## src/rtl/i2c_burst_master_pkg.sv

```systemverilog
// Shared definitions for the burst I2C master: FSM states, SCL quarter
// indices and the bus-level ACK/NACK levels.
package i2c_burst_master_pkg;

    typedef enum logic [3:0] {
        ST_IDLE,
        ST_START,
        ST_ADDR,
        ST_ADDR_ACK,
        ST_WRITE,
        ST_WRITE_ACK,
        ST_READ,
        ST_READ_ACK,
        ST_STOP
    } state_t;

    // Quarters of one SCL bit: Q0/Q1 SCL low, Q2/Q3 SCL high.
    localparam logic [1:0] Q0 = 2'd0;
    localparam logic [1:0] Q1 = 2'd1;
    localparam logic [1:0] Q2 = 2'd2;
    localparam logic [1:0] Q3 = 2'd3;

    // SDA level during the ninth (acknowledge) bit.
    localparam logic ACK  = 1'b0;
    localparam logic NACK = 1'b1;

    localparam logic [2:0] LAST_BIT = 3'd7;

    // SCL is pulled low during the first half of every bit.
    function automatic logic scl_low(input logic [1:0] q);
        return (q == Q0) || (q == Q1);
    endfunction

endpackage

```

## src/rtl/i2c_burst_master_if.sv

```systemverilog
// Command, data and pad signals of the burst I2C master.
// master: the I2C master block; slave: command logic and pad side.
interface i2c_burst_master_if #(
    parameter int LEN_W = 3
);
    logic             cmd_valid;
    logic             cmd_ready;
    logic [6:0]       cmd_addr;
    logic             cmd_rw;
    logic [LEN_W-1:0] cmd_len;
    logic [7:0]       tx_data;
    logic             tx_ready;
    logic [7:0]       rx_data;
    logic             rx_valid;
    logic             busy;
    logic             done;
    logic             nack;
    logic             scl_oe;
    logic             sda_oe;
    logic             sda_in;

    modport master (
        input  cmd_valid, cmd_addr, cmd_rw, cmd_len, tx_data, sda_in,
        output cmd_ready, tx_ready, rx_data, rx_valid, busy, done, nack,
               scl_oe, sda_oe
    );

    modport slave (
        output cmd_valid, cmd_addr, cmd_rw, cmd_len, tx_data, sda_in,
        input  cmd_ready, tx_ready, rx_data, rx_valid, busy, done, nack,
               scl_oe, sda_oe
    );
endinterface

```

## src/rtl/i2c_burst_master_tick_gen.sv

```systemverilog
// Quarter-period timebase for the I2C master. The counter only moves while
// enabled, so an idle link has no toggling registers.
module i2c_burst_master_tick_gen #(
    parameter int CLK_DIV = 4
) (
    input  logic       clk,
    input  logic       rst,
    input  logic       en,
    output logic       tick,
    output logic [1:0] quarter,
    output logic       q_first
);
    localparam int CNT_W = (CLK_DIV > 2) ? $clog2(CLK_DIV) : 1;
    localparam logic [CNT_W-1:0] CNT_MAX = CNT_W'(CLK_DIV - 1);

    logic [CNT_W-1:0] cnt;

    assign tick    = en && (cnt == CNT_MAX);
    assign q_first = (cnt == '0);

    // Divider and quarter index; wraps to zero at the end of each bit.
    always_ff @(posedge clk) begin
        if (rst) begin
            cnt     <= '0;
            quarter <= 2'd0;
        end else if (en) begin
            if (cnt == CNT_MAX) begin
                cnt     <= '0;
                quarter <= quarter + 2'd1;
            end else begin
                cnt <= cnt + 1'b1;
            end
        end
    end
endmodule

```

## src/rtl/i2c_burst_master.sv

```systemverilog
// Burst I2C master: START, address + R/W, 0..MAX_BYTES data bytes, STOP.
// Pad outputs are decoded from the registered state and quarter index.
module i2c_burst_master
    import i2c_burst_master_pkg::*;
#(
    parameter int CLK_DIV   = 4,
    parameter int MAX_BYTES = 4,
    parameter int LEN_W     = $clog2(MAX_BYTES + 1)
) (
    input  logic                clk,
    input  logic                reset,
    i2c_burst_master_if.master  bus
);
    state_t           state, state_nxt;
    logic             tick, q_first;
    logic [1:0]       quarter;
    logic             bit_end, sample, accept, last_byte, wr_bit;
    logic             tx_ready_c, scl_oe_c, sda_oe_c;
    logic [2:0]       bit_cnt;
    logic [LEN_W-1:0] byte_cnt, len_q, len_clamped;
    logic             rw_q, ack_q, nack_flag;
    logic             done_q, nack_q, rx_valid_q;
    logic [7:0]       rx_data_q, shift;

    i2c_burst_master_tick_gen #(.CLK_DIV(CLK_DIV)) u_tick (
        .clk     (clk),
        .rst     (reset),
        .en      (state != ST_IDLE),
        .tick    (tick),
        .quarter (quarter),
        .q_first (q_first)
    );

    assign bit_end     = tick && (quarter == Q3);
    assign sample      = tick && (quarter == Q2);
    assign accept      = bus.cmd_valid && (state == ST_IDLE);
    assign last_byte   = ((byte_cnt + LEN_W'(1)) == len_q);
    assign len_clamped = (bus.cmd_len > LEN_W'(MAX_BYTES)) ? LEN_W'(MAX_BYTES) : bus.cmd_len;
    // First clock of a write byte; the fresh byte drives SDA straight away.
    assign tx_ready_c  = (state == ST_WRITE) && (bit_cnt == 3'd0) && (quarter == Q0) && q_first;
    assign wr_bit      = tx_ready_c ? bus.tx_data[7] : shift[7];

    // State register.
    always_ff @(posedge clk) begin
        if (reset) state <= ST_IDLE;
        else       state <= state_nxt;
    end

    // Next-state decode and pad drive for each quarter of the current bit.
    always_comb begin
        state_nxt = state;
        scl_oe_c  = 1'b0;
        sda_oe_c  = 1'b0;
        case (state)
            ST_IDLE: if (bus.cmd_valid) state_nxt = ST_START;
            ST_START: begin
                scl_oe_c = (quarter == Q3);
                sda_oe_c = (quarter == Q2) || (quarter == Q3);
                if (bit_end) state_nxt = ST_ADDR;
            end
            ST_ADDR, ST_WRITE: begin
                scl_oe_c = scl_low(quarter);
                sda_oe_c = ~wr_bit;
                if (bit_end && bit_cnt == LAST_BIT)
                    state_nxt = (state == ST_ADDR) ? ST_ADDR_ACK : ST_WRITE_ACK;
            end
            ST_ADDR_ACK: begin
                scl_oe_c = scl_low(quarter);
                if (bit_end) begin
                    if (ack_q == NACK || len_q == '0) state_nxt = ST_STOP;
                    else                              state_nxt = rw_q ? ST_READ : ST_WRITE;
                end
            end
            ST_WRITE_ACK: begin
                scl_oe_c = scl_low(quarter);
                if (bit_end) state_nxt = (ack_q == NACK || last_byte) ? ST_STOP : ST_WRITE;
            end
            ST_READ: begin
                scl_oe_c = scl_low(quarter);
                if (bit_end && bit_cnt == LAST_BIT) state_nxt = ST_READ_ACK;
            end
            ST_READ_ACK: begin
                scl_oe_c = scl_low(quarter);
                sda_oe_c = !last_byte;
                if (bit_end) state_nxt = last_byte ? ST_STOP : ST_READ;
            end
            ST_STOP: begin
                scl_oe_c = (quarter == Q0);
                sda_oe_c = scl_low(quarter);
                if (bit_end) state_nxt = ST_IDLE;
            end
            default: state_nxt = ST_IDLE;
        endcase
    end

    // Transaction control: counters, captured command, ACK sample, pulses.
    always_ff @(posedge clk) begin
        if (reset) begin
            bit_cnt    <= 3'd0;
            byte_cnt   <= '0;
            len_q      <= '0;
            rw_q       <= 1'b0;
            ack_q      <= ACK;
            nack_flag  <= 1'b0;
            done_q     <= 1'b0;
            nack_q     <= 1'b0;
            rx_valid_q <= 1'b0;
            rx_data_q  <= 8'h00;
        end else begin
            done_q     <= 1'b0;
            nack_q     <= 1'b0;
            rx_valid_q <= 1'b0;
            if (accept) begin
                len_q     <= len_clamped;
                rw_q      <= bus.cmd_rw;
                bit_cnt   <= 3'd0;
                byte_cnt  <= '0;
                nack_flag <= 1'b0;
            end
            if (sample) ack_q <= bus.sda_in;
            case (state)
                ST_ADDR, ST_WRITE: if (bit_end) bit_cnt <= bit_cnt + 3'd1;
                ST_READ: if (bit_end) begin
                    bit_cnt <= bit_cnt + 3'd1;
                    if (bit_cnt == LAST_BIT) begin
                        rx_data_q  <= shift;
                        rx_valid_q <= 1'b1;
                    end
                end
                ST_ADDR_ACK: if (bit_end && ack_q == NACK) nack_flag <= 1'b1;
                ST_WRITE_ACK: if (bit_end) begin
                    if (ack_q == NACK) nack_flag <= 1'b1;
                    byte_cnt <= byte_cnt + LEN_W'(1);
                end
                ST_READ_ACK: if (bit_end) byte_cnt <= byte_cnt + LEN_W'(1);
                ST_STOP: if (bit_end) begin
                    done_q <= 1'b1;
                    nack_q <= nack_flag;
                end
                default: ;
            endcase
        end
    end

    // Shift register: address/write bits out MSB first, read bits in on SCL high.
    always_ff @(posedge clk) begin
        if (accept)
            shift <= {bus.cmd_addr, bus.cmd_rw};
        else if (tx_ready_c)
            shift <= bus.tx_data;
        else if ((state == ST_ADDR || state == ST_WRITE) && bit_end)
            shift <= {shift[6:0], 1'b0};
        else if (state == ST_READ && sample)
            shift <= {shift[6:0], bus.sda_in};
    end

    assign bus.cmd_ready = (state == ST_IDLE);
    assign bus.busy      = (state != ST_IDLE);
    assign bus.tx_ready  = tx_ready_c;
    assign bus.rx_data   = rx_data_q;
    assign bus.rx_valid  = rx_valid_q;
    assign bus.done      = done_q;
    assign bus.nack      = nack_q;
    assign bus.scl_oe    = scl_oe_c;
    assign bus.sda_oe    = sda_oe_c;
endmodule

```

## src/flat_wrapper.sv

```systemverilog
// flat-port wrapper written by rule: the top's interface ports become plain ports
module i2c_burst_master_flat import i2c_burst_master_pkg::*;
#(
    parameter int CLK_DIV   = 4,
    parameter int MAX_BYTES = 4,
    parameter int LEN_W     = $clog2(MAX_BYTES + 1)
)
  (clk, reset, bus_cmd_valid, bus_cmd_addr, bus_cmd_rw, bus_cmd_len, bus_tx_data, bus_sda_in, bus_cmd_ready, bus_tx_ready, bus_rx_data, bus_rx_valid, bus_busy, bus_done, bus_nack, bus_scl_oe, bus_sda_oe);
  i2c_burst_master_if #(.LEN_W(LEN_W)) bus_i ();
  input  logic clk;
  input  logic reset;
  input wire logic [$bits(bus_i.cmd_valid)-1:0] bus_cmd_valid;
  input wire logic [$bits(bus_i.cmd_addr)-1:0] bus_cmd_addr;
  input wire logic [$bits(bus_i.cmd_rw)-1:0] bus_cmd_rw;
  input wire logic [$bits(bus_i.cmd_len)-1:0] bus_cmd_len;
  input wire logic [$bits(bus_i.tx_data)-1:0] bus_tx_data;
  input wire logic [$bits(bus_i.sda_in)-1:0] bus_sda_in;
  output wire logic [$bits(bus_i.cmd_ready)-1:0] bus_cmd_ready;
  output wire logic [$bits(bus_i.tx_ready)-1:0] bus_tx_ready;
  output wire logic [$bits(bus_i.rx_data)-1:0] bus_rx_data;
  output wire logic [$bits(bus_i.rx_valid)-1:0] bus_rx_valid;
  output wire logic [$bits(bus_i.busy)-1:0] bus_busy;
  output wire logic [$bits(bus_i.done)-1:0] bus_done;
  output wire logic [$bits(bus_i.nack)-1:0] bus_nack;
  output wire logic [$bits(bus_i.scl_oe)-1:0] bus_scl_oe;
  output wire logic [$bits(bus_i.sda_oe)-1:0] bus_sda_oe;
  assign bus_i.cmd_valid = bus_cmd_valid;
  assign bus_i.cmd_addr = bus_cmd_addr;
  assign bus_i.cmd_rw = bus_cmd_rw;
  assign bus_i.cmd_len = bus_cmd_len;
  assign bus_i.tx_data = bus_tx_data;
  assign bus_i.sda_in = bus_sda_in;
  assign bus_cmd_ready = bus_i.cmd_ready;
  assign bus_tx_ready = bus_i.tx_ready;
  assign bus_rx_data = bus_i.rx_data;
  assign bus_rx_valid = bus_i.rx_valid;
  assign bus_busy = bus_i.busy;
  assign bus_done = bus_i.done;
  assign bus_nack = bus_i.nack;
  assign bus_scl_oe = bus_i.scl_oe;
  assign bus_sda_oe = bus_i.sda_oe;
  i2c_burst_master #(.CLK_DIV(CLK_DIV), .MAX_BYTES(MAX_BYTES), .LEN_W(LEN_W)) u_core (.clk(clk), .reset(reset), .bus(bus_i));
endmodule
```

## config.mk

```make
export PLATFORM = sky130hd
export DESIGN_NAME = i2c_burst_master_flat
export DESIGN_NICKNAME = d
export VERILOG_FILES = /design/src/rtl/i2c_burst_master_pkg.sv /design/src/rtl/i2c_burst_master_if.sv /design/src/rtl/i2c_burst_master_tick_gen.sv /design/src/rtl/i2c_burst_master.sv /design/src/flat_wrapper.sv
export SDC_FILE = /design/constraint.sdc
export NUM_CORES = 1
export LEC_CHECK = 0
export ABC_CLOCK_PERIOD_IN_PS = 5000
export CAP_MARGIN = 40
export CORE_ASPECT_RATIO = 1.25
export CORE_MARGIN = 1
export CORE_UTILIZATION = 50
export DETAILED_ROUTE_END_ITERATION = 10
export PLACE_DENSITY = 0.75
export SLEW_MARGIN = 40
export SYNTH_ARGS = -nofsm -noshare
export SYNTH_HDL_FRONTEND = slang
export SYNTH_HIERARCHICAL = 1
export SYNTH_SLANG_ARGS = --single-unit
```

## constraint.sdc

```tcl
create_clock -name clk -period 5 [get_ports clk]
set_clock_uncertainty 0.15 [all_clocks]
set_input_delay 1 -clock clk [delete_from_list [all_inputs] [get_ports clk]]
set_output_delay 1 -clock clk [all_outputs]
set_load 0.005 [all_outputs]
```

Word-level counts from Yosys, hierarchy flattened
Index checks and enable logic that the tools add are counted.
{"block": "op_classes", "reduce_logical": 34, "magnitude_cmp": 1, "muxes": 36, "n_addsub": 4, "n_bitwise": 4, "eq_ne": 22}
{"op": "two-way mux 4 bit", "count": 11}
{"op": "two-way mux 8 bit", "count": 4}
{"op": "case mux 4 bit (8 select lines)", "count": 1}
{"op": "two-way mux 3 bit", "count": 8}
{"op": "equality test 4 x 3 -> 1 bit, second input constant", "count": 4}
{"op": "inequality test 2 x 1 -> 1 bit, second input constant", "count": 7}
{"op": "logical AND 1 bit", "count": 11}
{"op": "OR reduction 3 bit", "count": 3}
{"op": "equality test 4 x 2 -> 1 bit, second input constant", "count": 2}
{"op": "AND reduction 8 bit", "count": 1}
{"op": "nonzero test 4 bit", "count": 2}
{"op": "two-way mux 1 bit", "count": 7}
{"op": "adder 3 x 1 -> 3 bit, second input constant", "count": 2}
{"op": "equality test 2 bit, second input constant", "count": 3}
{"op": "logical NOT 3 bit", "count": 2}
{"op": "OR reduction 2 bit", "count": 3}
{"op": "OR reduction 6 bit", "count": 1}
{"op": "logical OR 1 bit", "count": 5}
{"op": "adder 2 x 1 -> 2 bit, second input constant", "count": 2}
{"op": "equality test 4 x 1 -> 1 bit, second input constant", "count": 1}
{"op": "equality test 4 bit, second input constant", "count": 1}
{"op": "logical NOT 2 bit", "count": 2}
{"op": "logical NOT 4 bit", "count": 1}
{"op": "two-way mux 2 bit", "count": 2}
{"op": "other kinds (12)", "count": 15}
{"block": "totals", "in_bits": 23, "reg_bits": 39, "output_inout_bits": 16}

Longest topological paths before layout
{"block": "logic_depth", "word_depth": 8, "depth_mapped": 9}

Hierarchy
Netlist, hierarchy kept.
{"mod": "i2c_burst_master", "area_each_um2": 1980.6, "cells_per_inst": 215, "n_inst": 1}
{"mod": "i2c_burst_master_tick_gen", "area_each_um2": 205.2, "cells_per_inst": 21, "n_inst": 1}

Worst setup path before layout
No wires, ideal clock.
{"block": "synth_timing", "kind": "register -> output", "start": "reg u_core.state[1]", "end": "out bus_sda_oe", "arrival_time_ns": 1.448, "n_path_buf": 2, "slack_ns": 2.402, "stages_incl_launch_ff": 7, "path_cell_list": "dfxtp_1 > buf_6 > nor4b_4 > nand3_2 > buf_6 > a211o_1 > o211ai_2"}
{"block": "synth_between", "elab_chain_len": 7}
{"element": "from (decl)", "line_no": "i2c_burst_master.sv:14", "source": "state_t state, state_nxt;"}
{"element": "from (signal assigned)", "line_no": "i2c_burst_master.sv:46", "source": "else state <= state_nxt;"}
{"element": "equality test 4 x 3 -> 1 bit", "line_no": "i2c_burst_master.sv:40, i2c_burst_master.sv:54"}
{"element": "logical AND 1 bit (3 in a row)", "line_no": "i2c_burst_master.sv:40", "source": "assign tx_ready_c = (state == ST_WRITE) && (bit_cnt == 3'd0) && (quarter == Q0) && q_first;"}
{"element": "two-way mux 1 bit", "line_no": "i2c_burst_master.sv:41", "source": "assign wr_bit = tx_ready_c ? bus.tx_data[7] : shift[7];"}
{"element": "inverter 1 bit", "line_no": "i2c_burst_master.sv:63", "source": "sda_oe_c = ~wr_bit;"}
{"element": "case mux 1 bit (4 select lines) *", "line_no": "i2c_burst_master.sv:54", "source": "case (state)"}
{"element": "to (decl)", "line_no": "flat_wrapper.sv:26", "source": "output wire logic [$bits(bus_i.sda_oe)-1:0] bus_sda_oe;"}
Every way passes the cells marked *; elsewhere a longest branch is shown, timed or not.

Worst setup path after layout
{"block": "layout_timing", "start": "reg u_core.state[2]", "end": "out bus_sda_oe"}
Same word-level chain as after synthesis.

==> impl.org <==
** Logic synthesis
- Predominant post-synthesis flop cell :: sky130_fd_sc_hd__dfxtp_1
- Of all flip-flops after synthesis, the portion carrying an async set or reset was 0.
- Of the total synthesized cell area, the portion taken by full adders, half adders and majority gates is 0.0343.
- Post-synthesis mux area share :: 0.0830
- After synthesis, the netlist uses 57 different library cells.
- Synth warn :: 6
- Sequential element share of the synthesized area :: 0.394
- Cell types occupying the most area after synthesis :: sky130_fd_sc_hd__dfxtp_1, sky130_fd_sc_hd__edfxtp_1, sky130_fd_sc_hd__mux2i_1, sky130_fd_sc_hd__nor2_1, sky130_fd_sc_hd__ha_1
- Area share of the largest cell type after synthesis :: 0.284
- Counting flops and latches in the post-synthesis netlist gives 39.
- Dividing the synthesized area by the synthesized cell count gives 9.26 µm².
- Post-synthesis cell count :: 236
- Area share of and/or/nand/nor cells after synthesis :: 0.255
- Net count of the mapped netlist :: 265
- The compound-gate portion of the synthesized area was 0.148.
- The synthesized design contains 8 enable-type register cells.
- Of the total synthesized cell area, the portion taken by XOR and XNOR cells is 0.0263.
- Cell type with the highest aggregate area in the netlist :: sky130_fd_sc_hd__dfxtp_1
- The synthesized netlist occupies a cell area of 0.00219 mm².
- Largest family of logic cells by synthesized area :: simple AND/OR/NAND/NOR gates

** GRT
- After global routing the overflow that remains totals 0.
- Initial antenna violation count :: 0
- The number of global-route vias before repair came to 1733.
- Across every metal layer, demand over resource in global routing totals 0.228.
- First-pass GRT wire length :: 7960 µm
- Largest net degree at the start of global routing :: 19

** Pwr
- Of the total power, the clock network draws 0.193.
- Of the total power, the share spent switching nets is 0.355.
- The share of total power dissipated in sequential elements is 0.431.
- Peak VDD IR :: 0.208 mV
- Leak :: 1.06 nW
- The analysis attributes to net switching a power of 0.375 mW.
- Sum of internal, switching and leakage power :: 1.06 mW
- Power Density :: 401 mW/mm²
- Internal power :: 0.682 mW
- Part of the total power dissipated in combinational logic :: 0.377

** Setup path
- Startpoint of the worst setup timing path :: u_core/state[2]
- Critical path class :: register to primary output
- Required time worst endpoint :: 3.85 ns
- Following the worst setup path forward leads to its endpoint at bus_sda_oe.
- The worst setup path is launched from a register.
- Worst R2R End :: u_core/bus.rx_data[4]
- Category of the worst setup path capture point :: primary output
- The slowest stage of the critical path belongs to the cell sky130_fd_sc_hd__dfxtp_1.
- Reg2Reg Launch Point :: u_core/state[2]
- Measured in cells, the most critical reg-to-reg path has a length of 7.
- Along the worst path, the maximum fanout reaches 18.
- Setup slack on the worst reg-to-reg path comes out at 2.14 ns.
- On the worst path, the slowest cell contributes a delay of 0.82 ns.
- Data on the critical path arrives at its endpoint at 2.89 ns.
- The critical path goes through nor4b_2, nand3_2, a211o_1, o211ai_2, clkdlybuf4s50_1.

** Drt
- Router iterations before antenna repair :: 4
- Mean routed wirelength per cell :: 14.8 µm
- In this run the remaining antenna-violating nets after routing total 0.
- The first routing iteration left 64 violations.
- Detailed routing inserted a total of 1828 vias.
- After detailed routing, the number of remaining DRC violations is 0.
- After detailed routing, the number of vias per cell comes to 5.64.
- Final wirelength :: 4800 µm

** STA
- Headroom to the max-slew limit :: 0.497
- Final-layout worst hold slack :: 0.315 ns
- Minimum period implied by the final worst setup slack :: 4.04 ns
- The final count of pins violating max slew is 0.
- In the finished design, the share of the clock period the worst path needs comes to 0.808.
- Adding up every negative setup slack in the final design gives 0 ns.
- Worst Tran Pin Value :: 0.753 ns
- Unrepaired setup endpoints after global routing :: no
- Highest achievable clock rate :: 248 MHz
- After layout, the worst setup slack is 0.960 ns.
- Final hold violation count :: 0
- Count of final setup violators :: 0

** CTS
- Maximum buffer depth of the clock tree :: 2
- Skew-Pair Late Insertion Delay :: 0.29 ns
- CTS tree :: built
- The H-tree generated during clock tree synthesis spans 2 levels.
- The clock net in this run drives a total of 39 sinks.
- Once the clock tree was built, the resizer swapped 0 gates to a different size.
- Buffers inserted to repair hold after CTS numbered 0.
- The number of clock buffers added by TritonCTS is 5.
- Buffer count from post-CTS setup fixing :: 0
- Buffer cell driving the clock tree root :: sky130_fd_sc_hd__clkbuf_8
- Clock-pin slew was measured on the worst setup and hold paths at 0.08 ns.

** Floorplan
- Measured along the y axis, the die boundary spans 75.9 µm.
- Row generation in the floorplan step produced 26 rows.
- Starting Density :: 0.529
- Floorplan core area :: 0.00413 mm²
- Count of boundary I/O pins :: 39
- The floorplan step defined a die boundary enclosing 0.00464 mm².
- Width of the die :: 61.1 µm

** Placement
- Placed wire-length estimate :: 3500 µm
- Number of buffers added on ports :: 38
- Post-Place Worst Slack :: 1.30 ns
- Final weighted congestion in routability-driven placement :: 0.812

** Layout
- Layout cells sized above 1 :: 0.0896
- N_diodes :: 0
- Relative to the synthesized area, the layout overhead comes to 20.5%.
- The final layout contains 296 nets.
- Fillcell total :: 358
- Final Core Density :: 0.637

** Status
- Run status :: completed

** Worst hold path
- Class of the tightest hold or removal check :: register to register

** Run
- MaxCap Viol Count :: 0
[synth_stat cells (all sizes together) (4+ instances only)]
cell type,n
o21ai,10
mux2i,17
and2,4
nand3,10
dfxtp,31
buf,11
nand3b,6
edfxtp,8
nand2,20
nor3,8
clkbuf,5
nor2,26
ha,6
inv,8
nand2b,4
a21oi,13
[power by group through the flow]
| stage | clock, mW | combinational, mW | sequential [mW] |
|---|---|---|---|
| 6_report | 0.203 | 0.398 | 0.455 |
| 3_3_place_gp | 0 | 0.395 | 0.459 |
| 2_1_floorplan | 0 | 0.322 | 0.421 |
| 5_1_grt | 0.225 | 0.441 | 0.462 |
| 4_1_cts | 0.210 | 0.400 | 0.454 |
| 3_5_place_dp | 0 | 0.396 | 0.462 |
[flip-flops by register name, indices dropped and copies added, names as in the netlist]
| signal | cells |
|---|---|
| u_core/shift | 8 |
| u_core/bus.rx_valid | 1 |
| u_core/bit_cnt | 3 |
| u_core/ack_q | 1 |
| u_core/bus.rx_data | 8 |
| u_core/bus.done | 1 |
| u_core/byte_cnt | 3 |
| u_core/state | 4 |
| u_core/u_tick/quarter | 2 |
| u_core/bus.nack | 1 |
| u_core/len_q | 3 |
| u_core/u_tick/cnt | 2 |
| u_core/nack_flag | 1 |
| u_core/rw_q | 1 |
[cell type report]
| type | instances | area [µm²] | share of cell area |
|---|---|---|---|
| clock buffers | 7 | 76.3 | 0.0290 |
| clock inverters | 1 | 5.00 | 0.00190 |
| inverters | 8 | 30.0 | 0.0114 |
| multi-input cells | 173 | 1200 | 0.454 |
| flip-flops and latches | 39 | 861 | 0.327 |
| well taps | 56 | 70.1 | 0.0266 |
| repair buffers | 40 | 395 | 0.150 |
[kinds of logic (layout without fill, tap and decap cells)]
family / count (synthesis) / after routing
compound gates: 46 / 46
xor+xnor: 5 / 5
fa+ha+maj: 6 / 6
buf+inv: 24 / 56
flops: 39 / 39
mux: 18 / 18
simple gates: 98 / 98
[how the worst min path moves through the flow]
stage / from / endpoint / slack (ns) / cells after the start
floorplan: u_core/nack_flag / u_core/bus.nack / 0.28 / 1
global placement: u_core/nack_flag / u_core/bus.nack / 0.30 / 1
detailed placement: u_core/rw_q / u_core/rw_q / 0.31 / 2
CTS: u_core/rw_q / u_core/rw_q / 0.31 / 2
global route: u_core/rw_q / u_core/rw_q / 0.34 / 2
finish: u_core/rw_q / u_core/rw_q / 0.32 / 2
[critical path, delay by kind of cell, from the launching register on]
kind	cells	cell delay [ns]
flops	1	0.82
compound gates	2	0.53
simple gates	2	0.74
buf+inv	1	0.51
[per-stage QoR]
step	area [µm²]	instances
floorplan	2190	236
CTS	2630	324
global route	2630	324
detailed placement	2550	316
finish	2630	324
global placement	2550	316
[cells in the final DEF (no fill, tap or decap), drive strengths merged, types with 4 or more instances in the layout]
master,count
nand2b,4
clkdlybuf4s50,38
clkbuf,7
nand3b,6
inv,8
nor2,26
a21oi,13
o21ai,10
nand2,20
and2,4
nor3,8
dfxtp,31
ha,6
nand3,10
edfxtp,8
mux2i,17
[layer usage]
metal,global-route usage,part of all wire,routed length [µm]
met1,0.292,0.44,2120
met2,0.359,0.48,2310
met3,0.0444,0.054,261
met4,0.107,0.023,112
met5,0,0,0
Power figures use the tool's default switching activity.
==> RTL edit: new RTL, same flow settings <==
Re-encode `state_t` (9 states) as one-hot, 9 bits wide.
--- a/src/rtl/i2c_burst_master_pkg.sv
+++ b/src/rtl/i2c_burst_master_pkg.sv
@@ -2,16 +2,16 @@
 // indices and the bus-level ACK/NACK levels.
 package i2c_burst_master_pkg;
 
-    typedef enum logic [3:0] {
-        ST_IDLE,
-        ST_START,
-        ST_ADDR,
-        ST_ADDR_ACK,
-        ST_WRITE,
-        ST_WRITE_ACK,
-        ST_READ,
-        ST_READ_ACK,
-        ST_STOP
+    typedef enum logic [8:0] {
+        ST_IDLE      = 9'b000000001,
+        ST_START     = 9'b000000010,
+        ST_ADDR      = 9'b000000100,
+        ST_ADDR_ACK  = 9'b000001000,
+        ST_WRITE     = 9'b000010000,
+        ST_WRITE_ACK = 9'b000100000,
+        ST_READ      = 9'b001000000,
+        ST_READ_ACK  = 9'b010000000,
+        ST_STOP      = 9'b100000000
     } state_t;
 
     // Quarters of one SCL bit: Q0/Q1 SCL low, Q2/Q3 SCL high.
Check against the original RTL: same outputs for any inputs over 10 cycles, from zero or initial values and one cycle with reset high; not proved beyond that.
==> RTL edit against the original RTL <==
Count of clock-buffer cells in the layout is 1 lower. Critical path type unchanged. Wire length is 20% higher. Register-to-register slack worse by 0.18 ns. Power is 2.6% higher. Sequential share of layout area is 0.11 points lower. Clock power is 33% higher. Design area is 12% higher. Area after synthesis is 12% higher. Highest routed layer unchanged. Sequential cell count is 5 higher. Setup slack better by 0.11 ns. Global-route usage is 1.2 points higher.
==> RTL edit: results <==
global_routing:
  grt_usage_pct: 24.0
  antenna_found_initial: 0
  grt_pass1_vias: 1905
  grt_pass1_wl_microns: 9440
  grt_max_degree: 23
finish:
  num-nets-final: 322
  drive_gt1_share_pct: 8.84
placed_design:
  dp_hpwl_microns: 4080
  place_area_sq_um: 2840
  pre_cts_ws_ns: 1.45
  place_congestion: 0.922
  numPortBuffers: 38
  placed_cells: 346
logic_synthesis:
  synthAdderAreaFrac_pct: 3.07
  synth_compound_area_share_pct: 16.2
  synth_xor_area_share_pct: 2.76
  synth_common_cells: "dfxtp_1, nor2_1, mux2i_1, a21oi_1"
  yosysUniqueCellTypes: 60
  synth.avg_cell_area_sq_um: 9.37
  yosysSeqAreaShare_pct: 39.3
  synth_fp_nets: 290
  synth.area.mux_share_pct: 9.46
outcome:
  status: "finished, final reports clean"
pwr:
  power_leakage_nw: 1.14
  ir_drop_v: 0.000310
drt:
  finalWirelength_microns: 5750
  via_count: 2121
  viasPerCell: 5.99
  drt_first_iter_violations: 116
  drc: 0
clock_tree:
  ctsResizeCount: 0
hold_path:
  hp-class: "reg -> reg"
setup_path:
  crit_fanout: 10
sta:
  slew_headroom_pct: 44.5
==> RTL edit: changes by cell type in the layout (fill, tap and decap cells not counted), sizes merged, moves of 4 or more <==
cell	change
mux2i	+5
o31ai	+5
nand2	-7
a21oi	+4
nand4	+5
dfxtp	+5
nand3b	-4
nor4	+5
==> RTL edit: path summary, 6_finish.rpt <==
kind / from / slack [ns] / to / cells after the start
worst max-delay path: u_core/state[1] / 1.07 / bus_sda_oe / 7
worst min-delay path: u_core/nack_flag / 0.30 / u_core/nack_flag / 2
worst max register to register: u_core/state[6] / 1.96 / u_core/state[4] / 8
worst min register to register: u_core/nack_flag / 0.30 / u_core/nack_flag / 2
==> RTL edit: power breakdown <==
group          switching, mW  internal (mW)
logic                  0.201          0.148
clock network          0.121          0.148
registers             0.0448          0.421
==> RTL edit: final cells by class <==
cell class / count / area (sq um)
Clock buffer: 6 / 72.6
Clock inverter: 2 / 35.0
Fill cell: 421 / 1780
Inverter: 7 / 26.3
Multi-Input combinational cell: 195 / 1390
Sequential cell: 44 / 961
Tap cell: 60 / 75.1
Timing Repair Buffer: 40 / 390
==> RTL edit: worst max-delay path: stages, from the launching register on <==
cell and delay [ns]:
dfxtp_1 0.41, nor4_1 0.53, and4b_1 0.33, and2_1 0.14, buf_4 0.20, mux2i_1 0.24, a21o_1 0.15, clkdlybuf4s50_1 0.49
==> RTL edit: per-layer routing <==
metal	global-route usage, %	part of all wire, %	vias up
met2	39.5	47	91
met5	0	0	-
met3	4.40	5.4	12
met1	31.2	46	985
li1	-	-	1033
met4	8.89	1.8	0
==> RTL edit: cell families after synthesis <==
logic type / count (synthesis)
AND/OR/NAND/NOR: 102
AO/OA/AOI/OAI: 58
XOR/XNOR: 6
multiplexers: 23
flip-flops: 44
buffers and inverters: 22
adder cells (fa/ha/maj): 6
